### src/rtl/uop_pkg.sv
// rtl/uop_pkg.sv - shared parameters, entry layout and FSM states for the uop buffer
//
// Purpose: buffer geometry, the NOP filler word, entry field offsets and the
// packed entry struct used by both the fill (write) side and the fetch (read)
// side of the micro-op buffer.
// Ports: none (package).
package uop_pkg;

   localparam int MAX_PREDICT_DEPTH_BITS = 2;
   localparam int UOP_BUF_SIZE           = 16;
   localparam int UOP_BUF_WIDTH          = 64 + 2 * MAX_PREDICT_DEPTH_BITS;

   localparam int UOP_PTR_W = $clog2(UOP_BUF_SIZE);
   localparam int UOP_CNT_W = UOP_PTR_W + 1;

   localparam logic [31:0] UOP_NOP = 32'h0000_0000;

   // Field offsets inside one buffer entry.
   localparam int UOP_INSTR1_LSB = 0;
   localparam int UOP_INSTR2_LSB = 32;
   localparam int UOP_TAG2_LSB   = 64;
   localparam int UOP_TAG1_LSB   = 64 + MAX_PREDICT_DEPTH_BITS;

   // Declaration order gives tag1 the MSBs and instr1 the LSBs.
   typedef struct packed {
      logic [MAX_PREDICT_DEPTH_BITS-1:0] tag1;
      logic [MAX_PREDICT_DEPTH_BITS-1:0] tag2;
      logic [31:0]                       instr2;
      logic [31:0]                       instr1;
   } uop_entry_t;

   typedef enum logic {
      FILL_EMPTY = 1'b0,
      FILL_HALF  = 1'b1
   } fill_state_t;

endpackage

### src/rtl/uop_fill_occupancy.sv
// rtl/uop_fill_occupancy.sv - entry occupancy counter for the uop buffer
//
// Purpose: counts entries written and not yet popped, and derives the
// fill-side ready and the reader-side nonempty flag from it.
// Ports:
//   clk, reset    clock, synchronous active-high reset
//   clear         flush: count returns to 0
//   inc           an entry is being written on this edge (registered buf_we)
//   dec           reader consumed one entry on this edge
//   count         entries written and not popped
//   in_ready      room for another beat (ignores a same-cycle pop)
//   nonempty      count != 0
module uop_occupancy
   import uop_pkg::*;
(
   input  logic                 clk,
   input  logic                 reset,
   input  logic                 clear,
   input  logic                 inc,
   input  logic                 dec,
   output logic [UOP_CNT_W-1:0] count,
   output logic                 in_ready,
   output logic                 nonempty
);

   logic dec_ok;

   // A pop with nothing buffered is ignored rather than wrapping the count.
   assign dec_ok = dec && (count != '0);

   always_ff @(posedge clk) begin
      if (reset || clear) begin
         count <= '0;
      end else if (inc && !dec_ok) begin
         count <= count + UOP_CNT_W'(1);
      end else if (!inc && dec_ok) begin
         count <= count - UOP_CNT_W'(1);
      end
   end

   // The in-flight write is counted so a beat is never accepted into a slot
   // that the pending write is about to fill.
   assign in_ready = (count + UOP_CNT_W'(inc)) < UOP_CNT_W'(UOP_BUF_SIZE);
   assign nonempty = (count != '0);

endmodule

### src/rtl/uop_fill.sv
// rtl/uop_fill.sv - pairs decoded instructions into uop buffer entries
//
// Purpose: accepts one instruction per beat, packs two per entry (or one plus
// a NOP when a group ends early), writes entries at a wrapping address and
// tracks occupancy for the fetch-side reader.
// Ports:
//   clk, reset              clock, synchronous active-high reset
//   clear                   flush: drop held/buffered uops, wptr to 0
//   in_valid/in_ready       decode handshake
//   in_instr, in_tag        instruction word and its branch tag
//   in_last                 last instruction of a group
//   rd_pop                  reader consumed one entry
//   buf_we/buf_waddr/buf_wdata  registered buffer RAM write port
//   count, nonempty         occupancy seen by the reader
module uop_fill
   import uop_pkg::*;
(
   input  logic                              clk,
   input  logic                              reset,
   input  logic                              clear,
   input  logic                              in_valid,
   output logic                              in_ready,
   input  logic [31:0]                       in_instr,
   input  logic [MAX_PREDICT_DEPTH_BITS-1:0] in_tag,
   input  logic                              in_last,
   input  logic                              rd_pop,
   output logic                              buf_we,
   output logic [UOP_PTR_W-1:0]              buf_waddr,
   output logic [UOP_BUF_WIDTH-1:0]          buf_wdata,
   output logic [UOP_CNT_W-1:0]              count,
   output logic                              nonempty
);

   fill_state_t                       state;
   fill_state_t                       state_next;
   logic [31:0]                       hold_instr;
   logic [MAX_PREDICT_DEPTH_BITS-1:0] hold_tag;
   logic [UOP_PTR_W-1:0]              wptr;
   logic                              accept;
   logic                              emit;
   logic                              capture_hold;
   uop_entry_t                        entry_next;

   uop_occupancy u_occupancy (
      .clk      (clk),
      .reset    (reset),
      .clear    (clear),
      .inc      (buf_we),
      .dec      (rd_pop),
      .count    (count),
      .in_ready (in_ready),
      .nonempty (nonempty)
   );

   assign accept = in_valid && in_ready;

   always_ff @(posedge clk) begin
      if (reset) begin
         state <= FILL_EMPTY;
      end else begin
         state <= state_next;
      end
   end

   always_comb begin
      state_next   = state;
      emit         = 1'b0;
      capture_hold = 1'b0;
      entry_next   = '0;
      if (accept) begin
         case (state)
            FILL_EMPTY: begin
               if (in_last) begin
                  // Group ends on an odd instruction: pad slot 2 with a NOP.
                  emit              = 1'b1;
                  entry_next.tag1   = in_tag;
                  entry_next.instr2 = UOP_NOP;
                  entry_next.instr1 = in_instr;
               end else begin
                  capture_hold = 1'b1;
                  state_next   = FILL_HALF;
               end
            end
            FILL_HALF: begin
               emit              = 1'b1;
               entry_next.tag1   = hold_tag;
               entry_next.tag2   = in_tag;
               entry_next.instr2 = in_instr;
               entry_next.instr1 = hold_instr;
               state_next        = FILL_EMPTY;
            end
            default: state_next = FILL_EMPTY;
         endcase
      end
      // Flush beats any beat presented in the same cycle.
      if (reset || clear) begin
         state_next   = FILL_EMPTY;
         emit         = 1'b0;
         capture_hold = 1'b0;
      end
   end

   always_ff @(posedge clk) begin
      if (reset) begin
         buf_we     <= 1'b0;
         buf_waddr  <= '0;
         buf_wdata  <= '0;
         wptr       <= '0;
         hold_instr <= '0;
         hold_tag   <= '0;
      end else begin
         buf_we <= emit;
         if (clear) begin
            wptr <= '0;
         end else if (emit) begin
            // Power-of-two size: the natural wrap is the modulo.
            wptr <= wptr + UOP_PTR_W'(1);
         end
         if (emit) begin
            buf_waddr <= wptr;
            buf_wdata <= entry_next;
         end
         if (capture_hold) begin
            hold_instr <= in_instr;
            hold_tag   <= in_tag;
         end
      end
   end

endmodule

### config.mk
export PLATFORM = sky130hd
export DESIGN_NAME = uop_fill
export DESIGN_NICKNAME = d
export VERILOG_FILES = /design/src/rtl/uop_pkg.sv /design/src/rtl/uop_fill_occupancy.sv /design/src/rtl/uop_fill.sv
export SDC_FILE = /design/constraint.sdc
export NUM_CORES = 1
export LEC_CHECK = 0
export CAP_MARGIN = 20
export CORE_MARGIN = 1.5
export CORE_UTILIZATION = 30
export CTS_BUF_LIST = sky130_fd_sc_hd__clkbuf_8
export CTS_CLUSTER_DIAMETER = 150
export DETAILED_ROUTE_END_ITERATION = 12
export GPL_ROUTABILITY_DRIVEN = 1
export PLACE_DENSITY = 0.56
export SETUP_SLACK_MARGIN = 0.5
export SLEW_MARGIN = 0
export SYNTH_ARGS = -nofsm -noshare
export SYNTH_HDL_FRONTEND = slang
export SYNTH_SLANG_ARGS = --single-unit
### constraint.sdc
create_clock -name clk -period 3.2 [get_ports clk]
set_clock_uncertainty 0.2 [all_clocks]
set_input_delay 0.64 -clock clk [delete_from_list [all_inputs] [get_ports clk]]
set_output_delay 0.64 -clock clk [all_outputs]
set_load 0.01 [all_outputs]
==> results.sh, run 1 <==
export IMPL_status="finished, final reports clean"
export IMPL_grt_pass1_wl_mm=18.80
export IMPL_num_vias=3712
export IMPL_grt_usage=0.1503
export IMPL_drive_above_1_share=0.08998
export IMPL_relSlewSlack=0.2602
export IMPL_avgViaCountPerCell=4.777
export IMPL_clockPowerShare=0.467
export IMPL_maxCapViolations=0
export IMPL_hold_path_class="primary input to flop"
export IMPL_crit_fanout=4
export IMPL_clockBufferDepth=2
export IMPL_p_leak_uw=0.002211
export IMPL_synth_adder_area_share=0.01791
export IMPL_cts_sinks=117
export IMPL_root_buffer="clkbuf_8"
export IMPL_antenna_found_initial=0
export IMPL_hold_viol_final=0
export IMPL_area_delta_synth_final_pct=38.78
export IMPL_post_route_period_util=0.7823
export IMPL_ys_seq_elements=117
export IMPL_htree_levels=4
export IMPL_crit_arrival_ns=2.67
export IMPL_yosysUniqueCellTypes=32
export IMPL_drv_slew=0
export IMPL_grt_max_degree=104
export IMPL_synth_top_cell_area_share=0.5080
export IMPL_wl_per_cell_um=14.99
export IMPL_initial_core_util=0.3056
export IMPL_fmax_ghz=0.3995
export IMPL_dpl_hpwl_mm=7.298
export IMPL_die_h_um=127.0
export IMPL_ys_seq_area_frac=0.5080
export IMPL_synth_xor_area_frac=0.01330
export IMPL_fin_util=0.4240
export IMPL_synth_area_per_cell_um2=9.852
export IMPL_drtIter0Drc=217
export IMPL_diodes=0
export IMPL_drt_wl_total_mm=11.65
export IMPL_crit_top_cell="ha_1"
export IMPL_synth_compound_area_frac=0.1362
export IMPL_drc=0
export IMPL_p_per_area_mw_per_mm2=541.9
export IMPL_critPathRequiredTime_ns=3.37
export IMPL_critical_path_class="primary input to flop"
export IMPL_seqPwrFrac=0.438
export IMPL_dr_pass1_iters=4
export IMPL_slowest_delay_ns=0.46
export IMPL_std_cell_rows=45
export IMPL_ioPinCount=120
export IMPL_worstSkewPairLatency_ns=0.44
export IMPL_grt_pass1_vias=3631
export IMPL_holdBufCountCts=0
export IMPL_ant_nets=0
export IMPL_cts_tree="done"
export IMPL_finalWorstSetupSlack_ns=0.6967
export IMPL_syn_area_mm2=0.004611
export IMPL_endpoint_kind="flop"
export IMPL_rsz0062_at_grt="no"
export IMPL_syn_num_nets=514
export IMPL_comb_power_share=0.095
export IMPL_cts_buffers=17
export IMPL_synth_mux_area_frac=0.1541
export IMPL_routabilityCongestion=0.7715
export IMPL_worst_slew_pin_slew_ns=1.110
export IMPL_synth_top_family_by_area="multiplexers"
export IMPL_synth_top_area_cell="dfxtp_1"
export IMPL_coreArea_mm2=0.01509
export IMPL_ys_warn_count=0
export IMPL_overflow=0
export IMPL_crit_path_top_delay_cell="clkdlybuf4s50_1"
export IMPL_fin_nets=622
export IMPL_fillers=1484
export IMPL_die_w_um=127.0
export IMPL_crit_chain="clkdlybuf4s50_1 -> nand2_1 -> ha_1 -> inv_1 -> ha_1 -> a21o_1 -> a21oi_2 -> xnor2_1 -> or3_1 -> a21oi_1"
export IMPL_setup_tns_ns=0
export IMPL_synth_area_leaders="dfxtp_1 (51%), mux2i_1 (15%), nor2_1 (8.9%)"
export IMPL_timing_hold_ws_ns=0.2094
export IMPL_dp_slack_ns=0.2735
export IMPL_dieArea_mm2=0.01612
export IMPL_ff_latch_area_mm2=0.002350
export IMPL_portBuffers=119
export IMPL_internal_power_uw=2682
export IMPL_clkTransAtPathRegs_ns=0.07
export IMPL_post_cts_resized=5
export IMPL_synthSimpleGateAreaFrac=0.1221
export IMPL_post_cts_setup_buffers=0
export IMPL_ir_drop_uv=328.3
export IMPL_power_switching_uw=784.8
export IMPL_multi_input_area_mm2=0.002052
export IMPL_critPathLaunchType="primary input"
export IMPL_period_needed_ns=2.503
export IMPL_finalSetupViolations=0
export IMPL_swShare=0.2264
export IMPL_syn_inst=468
[layout make-up]
class / count / share of cell area
tap: 188 / 0.03676
inverter: 2 / 0.001955
clock inverter: 10 / 0.02718
clock buffer: 22 / 0.04732
timing repair buffer: 127 / 0.1989
sequential: 117 / 0.3672
multi-input combinational: 311 / 0.3207
[power groups by stage]
stage	clock network, uW	registers (uW)	logic [uW]
after floorplan	0	1550	168
after global placement	0	1550	322
after detailed placement	0	1550	328
after CTS	1670	1520	330
after global routing	1740	1520	363
final	1620	1520	330
[critical path: cells and delay by family]
kind / cells / cell delay [ns]
AO/OA/AOI/OAI: 3 / 0.51
XOR/XNOR: 1 / 0.09
adder cells (fa/ha/maj): 2 / 0.48
buffers and inverters: 2 / 0.60
AND/OR/NAND/NOR: 2 / 0.35
[logic make-up (layout without fill, tap and decap cells)]
group / Yosys count / after routing
AO/OA/AOI/OAI: 88 / 88
XOR/XNOR: 7 / 7
adder cells (fa/ha/maj): 6 / 6
buffers and inverters: 40 / 161
flip-flops: 117 / 117
multiplexers: 71 / 71
AND/OR/NAND/NOR: 139 / 139
[layer usage]
layer | wire length, um | vias up | part of all wire | global-route usage
met5 | 0 | - | 0 | 0
met4 | 159 | 0 | 0.014 | 0.05682
met3 | 651 | 13 | 0.056 | 0.05946
met2 | 5470 | 78 | 0.47 | 0.2379
met1 | 5366 | 1755 | 0.46 | 0.1847
li1 | - | 1866 | - | -
[cells in the final DEF, fill, tap and decap left out, drive strengths merged, types with 3 or more instances in the layout]
cell type / instances
a211oi: 34
buf: 9
a22oi: 31
ha: 5
mux2i: 71
nand4: 5
bufinv: 5
nand2: 18
clkdlybuf4s50: 117
nor2: 109
clkbuf: 22
a21o: 3
clkinv: 5
xor2: 3
dfxtp: 117
xnor2: 4
a21oi: 14
[Yosys cell counts, drive strengths merged]
master	instances
a211o	1
a211oi	34
a21o	3
a21oi	14
a22oi	31
and4	2
buf	19
clkbuf	19
clkinv	1
dfxtp	117
fa	1
ha	5
inv	1
mux2i	71
nand2	18
nand2b	1
nand3	1
nand4	5
nor2	109
nor3	1
o211a	2
o21ai	2
o31ai	1
or2	1
or3	1
xnor2	4
xor2	3
[stage by stage]
| step | power, uW | std cells | area (um^2) |
|---|---|---|---|
| final | 3467 | 777 | 6399 |
| after global routing | 3622 | 777 | 6399 |
| after CTS | 3517 | 777 | 6391 |
| after detailed placement | 1877 | 745 | 5911 |
| after global placement | 1871 | 745 | 5911 |
| after floorplan | 1723 | 468 | 4611 |
[registers in the layout, summed over array words and instances, names as in the netlist]
signal             cells
buf_waddr              4
buf_wdata             68
buf_we                 1
hold_instr            32
hold_tag               2
u_occupancy.count      5
wptr                   4
state                  1
[final timing paths]
| check | from | end | slack, ns | cells past startpoint |
|---|---|---|---|---|
| hold / removal | reset | buf_waddr[2] | 0.21 | 2 |
| setup reg to reg | u_occupancy.count[4] | u_occupancy.count[4] | 0.70 | 11 |
| hold reg to reg | buf_wdata[52] | buf_wdata[52] | 0.26 | 2 |
| setup / recovery | rd_pop | u_occupancy.count[4] | 0.70 | 10 |
(Power assumes the default switching activity.)
==> run 2, diff against run 1 <==
--- a/config.mk
+++ b/config.mk
@@ -12,7 +12,7 @@
 export CTS_CLUSTER_DIAMETER = 150
 export DETAILED_ROUTE_END_ITERATION = 12
 export GPL_ROUTABILITY_DRIVEN = 1
-export PLACE_DENSITY = 0.56
+export PLACE_DENSITY = 0.58
 export SETUP_SLACK_MARGIN = 0.5
 export SLEW_MARGIN = 0
 export SYNTH_ARGS = -nofsm -noshare
==> constraint.sdc (replaced) <==
create_clock -name clk -period 2.1 [get_ports clk]
set_clock_uncertainty 0.2 [all_clocks]
set_input_delay 0.42 -clock clk [delete_from_list [all_inputs] [get_ports clk]]
set_output_delay 0.42 -clock clk [all_outputs]
set_load 0.01 [all_outputs]
==> results.sh, run 2 (synthesis gave the netlist of run 1 again) <==
export IMPL_clockBufferDepth=2
export IMPL_critical_path_class="flop to flop"
export IMPL_diodes=0
export IMPL_rr_worst_depth=12
export IMPL_holdBufCountCts=0
export IMPL_dpl_hpwl_mm=8.244
export IMPL_routed_top_layer="met4"
export IMPL_status="finished, violations left"
export IMPL_ir_drop_uv=353.0
export IMPL_coreArea_mm2=0.01509
export IMPL_finalWorstSetupSlack_ns=-0.2343
export IMPL_clkTransAtPathRegs_ns=0.07
export IMPL_p_per_area_mw_per_mm2=658.9
export IMPL_crit_arrival_ns=2.48
export IMPL_place_area_mm2=0.006424
export IMPL_fin_cells=864
export IMPL_critPathRequiredTime_ns=2.25
export IMPL_drive_above_1_share=0.5902
export IMPL_hold_viol_final=0
export IMPL_period_needed_ns=2.334
export IMPL_maxCapViolations=0
export IMPL_htree_levels=4
export IMPL_final_design_area_no_fill_mm2=0.008130
export IMPL_drc=0
export IMPL_largest_reg_flops=68
export IMPL_hold_path_class="flop to flop"
export IMPL_wl_met1_mm=6.506
export IMPL_violations="setup timing"
export IMPL_worstSkewPairLatency_ns=0.43
export IMPL_relSlewSlack=0.6320
export IMPL_timing_hold_ws_ns=0.2667
export IMPL_crit_fanout=7
export IMPL_antenna_found_initial=0
export IMPL_wl_met2_mm=7.681
export IMPL_fmax_ghz=0.4284
export IMPL_die_w_um=127.0
export IMPL_worst_slew_pin_slew_ns=0.5520
export IMPL_dieArea_mm2=0.01612
export IMPL_ioPinCount=120
export IMPL_overflow=0
export IMPL_endpoint_kind="flop"
export IMPL_initial_core_util=0.3056
export IMPL_portBuffers=119
export IMPL_fin_nets=710
export IMPL_dr_pass1_iters=4
export IMPL_num_vias=4244
export IMPL_grt_max_degree=107
export IMPL_grt_pass1_wl_mm=23.09
export IMPL_dp_slack_ns=-0.4938
export IMPL_avgViaCountPerCell=4.912
export IMPL_critPathLaunchType="flop"
export IMPL_cts_sinks=117
export IMPL_root_buffer="clkbuf_8"
export IMPL_holdPathStages=2
export IMPL_wl_per_cell_um=17.32
export IMPL_grt_pass1_vias=4257
export IMPL_finalSetupViolations=112
export IMPL_drtIter0Drc=177
export IMPL_setup_tns_ns=-12.51
export IMPL_cts_tree="done"
export IMPL_post_route_period_util=1.112
export IMPL_cts_buffers=17
export IMPL_drv_slew=0
export IMPL_die_h_um=127.0
export IMPL_ant_nets=0
export IMPL_drt_wl_total_mm=14.97
export IMPL_final_common_cell="nor2_1"
export IMPL_reg_top3="buf_wdata x68, hold_instr x32, u_occupancy.count x5"
export IMPL_final_cell_mix="nor2_1 (84), mux2i_1 (70), buf_2 (70)"
export IMPL_grt_usage=0.1867
export IMPL_area_delta_synth_final_pct=76.34
export IMPL_std_cell_rows=45
export IMPL_routabilityCongestion=0.7527
export IMPL_rsz0062_at_grt="yes"
export IMPL_dr_wl_met3_um=630
export IMPL_regMostFlops="buf_wdata"
export IMPL_p_leak_uw=0.003243
export IMPL_dp_cells=767
## run 2: cell count changes in the layout (fill, tap and decap cells not counted), sizes merged
cell	change
inv	+1
dlygate4sd2	-1
clkinvlp	+2
clkdlybuf4s50	-79
buf	+167
bufinv	-2
clkinv	-1
## run 2: critical path, stage by stage (launching register included)
cell	delay (ns)
dfxtp_2	0.33
buf_6	0.11
and4_4	0.19
buf_6	0.13
a21o_1	0.19
a211o_4	0.35
buf_12	0.16
clkinv_8	0.05
buf_12	0.10
buf_6	0.09
buf_8	0.12
nor2_4	0.04
a211oi_2	0.18
## run 2: cell type report
class / count / area, um^2
Timing Repair Buffer: 214 / 2265
Sequential cell: 117 / 2431
Timing Repair inverter: 1 / 16.27
Tap cell: 188 / 235.2
Multi-Input combinational cell: 311 / 2718
Clock inverter: 9 / 126.4
Inverter: 2 / 36.28
Fill cell: 1337 / 6959
Clock buffer: 22 / 302.8
## run 2: path summary, 6_finish.rpt
check	start	to	slack, ns
setup / recovery	u_occupancy.count[3]	buf_wdata[9]	-0.23
hold / removal	buf_wdata[39]	buf_wdata[39]	0.27
setup reg to reg	u_occupancy.count[3]	buf_wdata[9]	-0.23
hold reg to reg	buf_wdata[39]	buf_wdata[39]	0.27
## run 2: metal layers
| layer | up-vias | global-route usage |
|---|---|---|
| li1 | 2045 | - |
| met1 | 2103 | 0.2281 |
| met2 | 83 | 0.3229 |
| met3 | 13 | 0.05151 |
| met4 | 0 | 0.05214 |
| met5 | - | 0 |
## run 2: metrics by stage
stage                       util  power (uW)
final                     0.5388        5357
after global routing      0.5388        5575
after CTS                 0.5142        5347
after detailed placement  0.4257        2941
after global placement    0.4257        2927
after floorplan                -        2666
## run 2: repair_timing
action | 4_1_cts | 5_1_grt
gates cloned | 18 | 0
resized for setup | 480 | 71
pin swaps | 28 | 35
setup endpoints to repair | 196 | 129
buffers inserted | 39 | 9
## run 2: where the power goes
part | internal [uW] | switching (uW)
registers | 2270 | 38.3
logic | 439 | 380
clock network | 1320 | 908
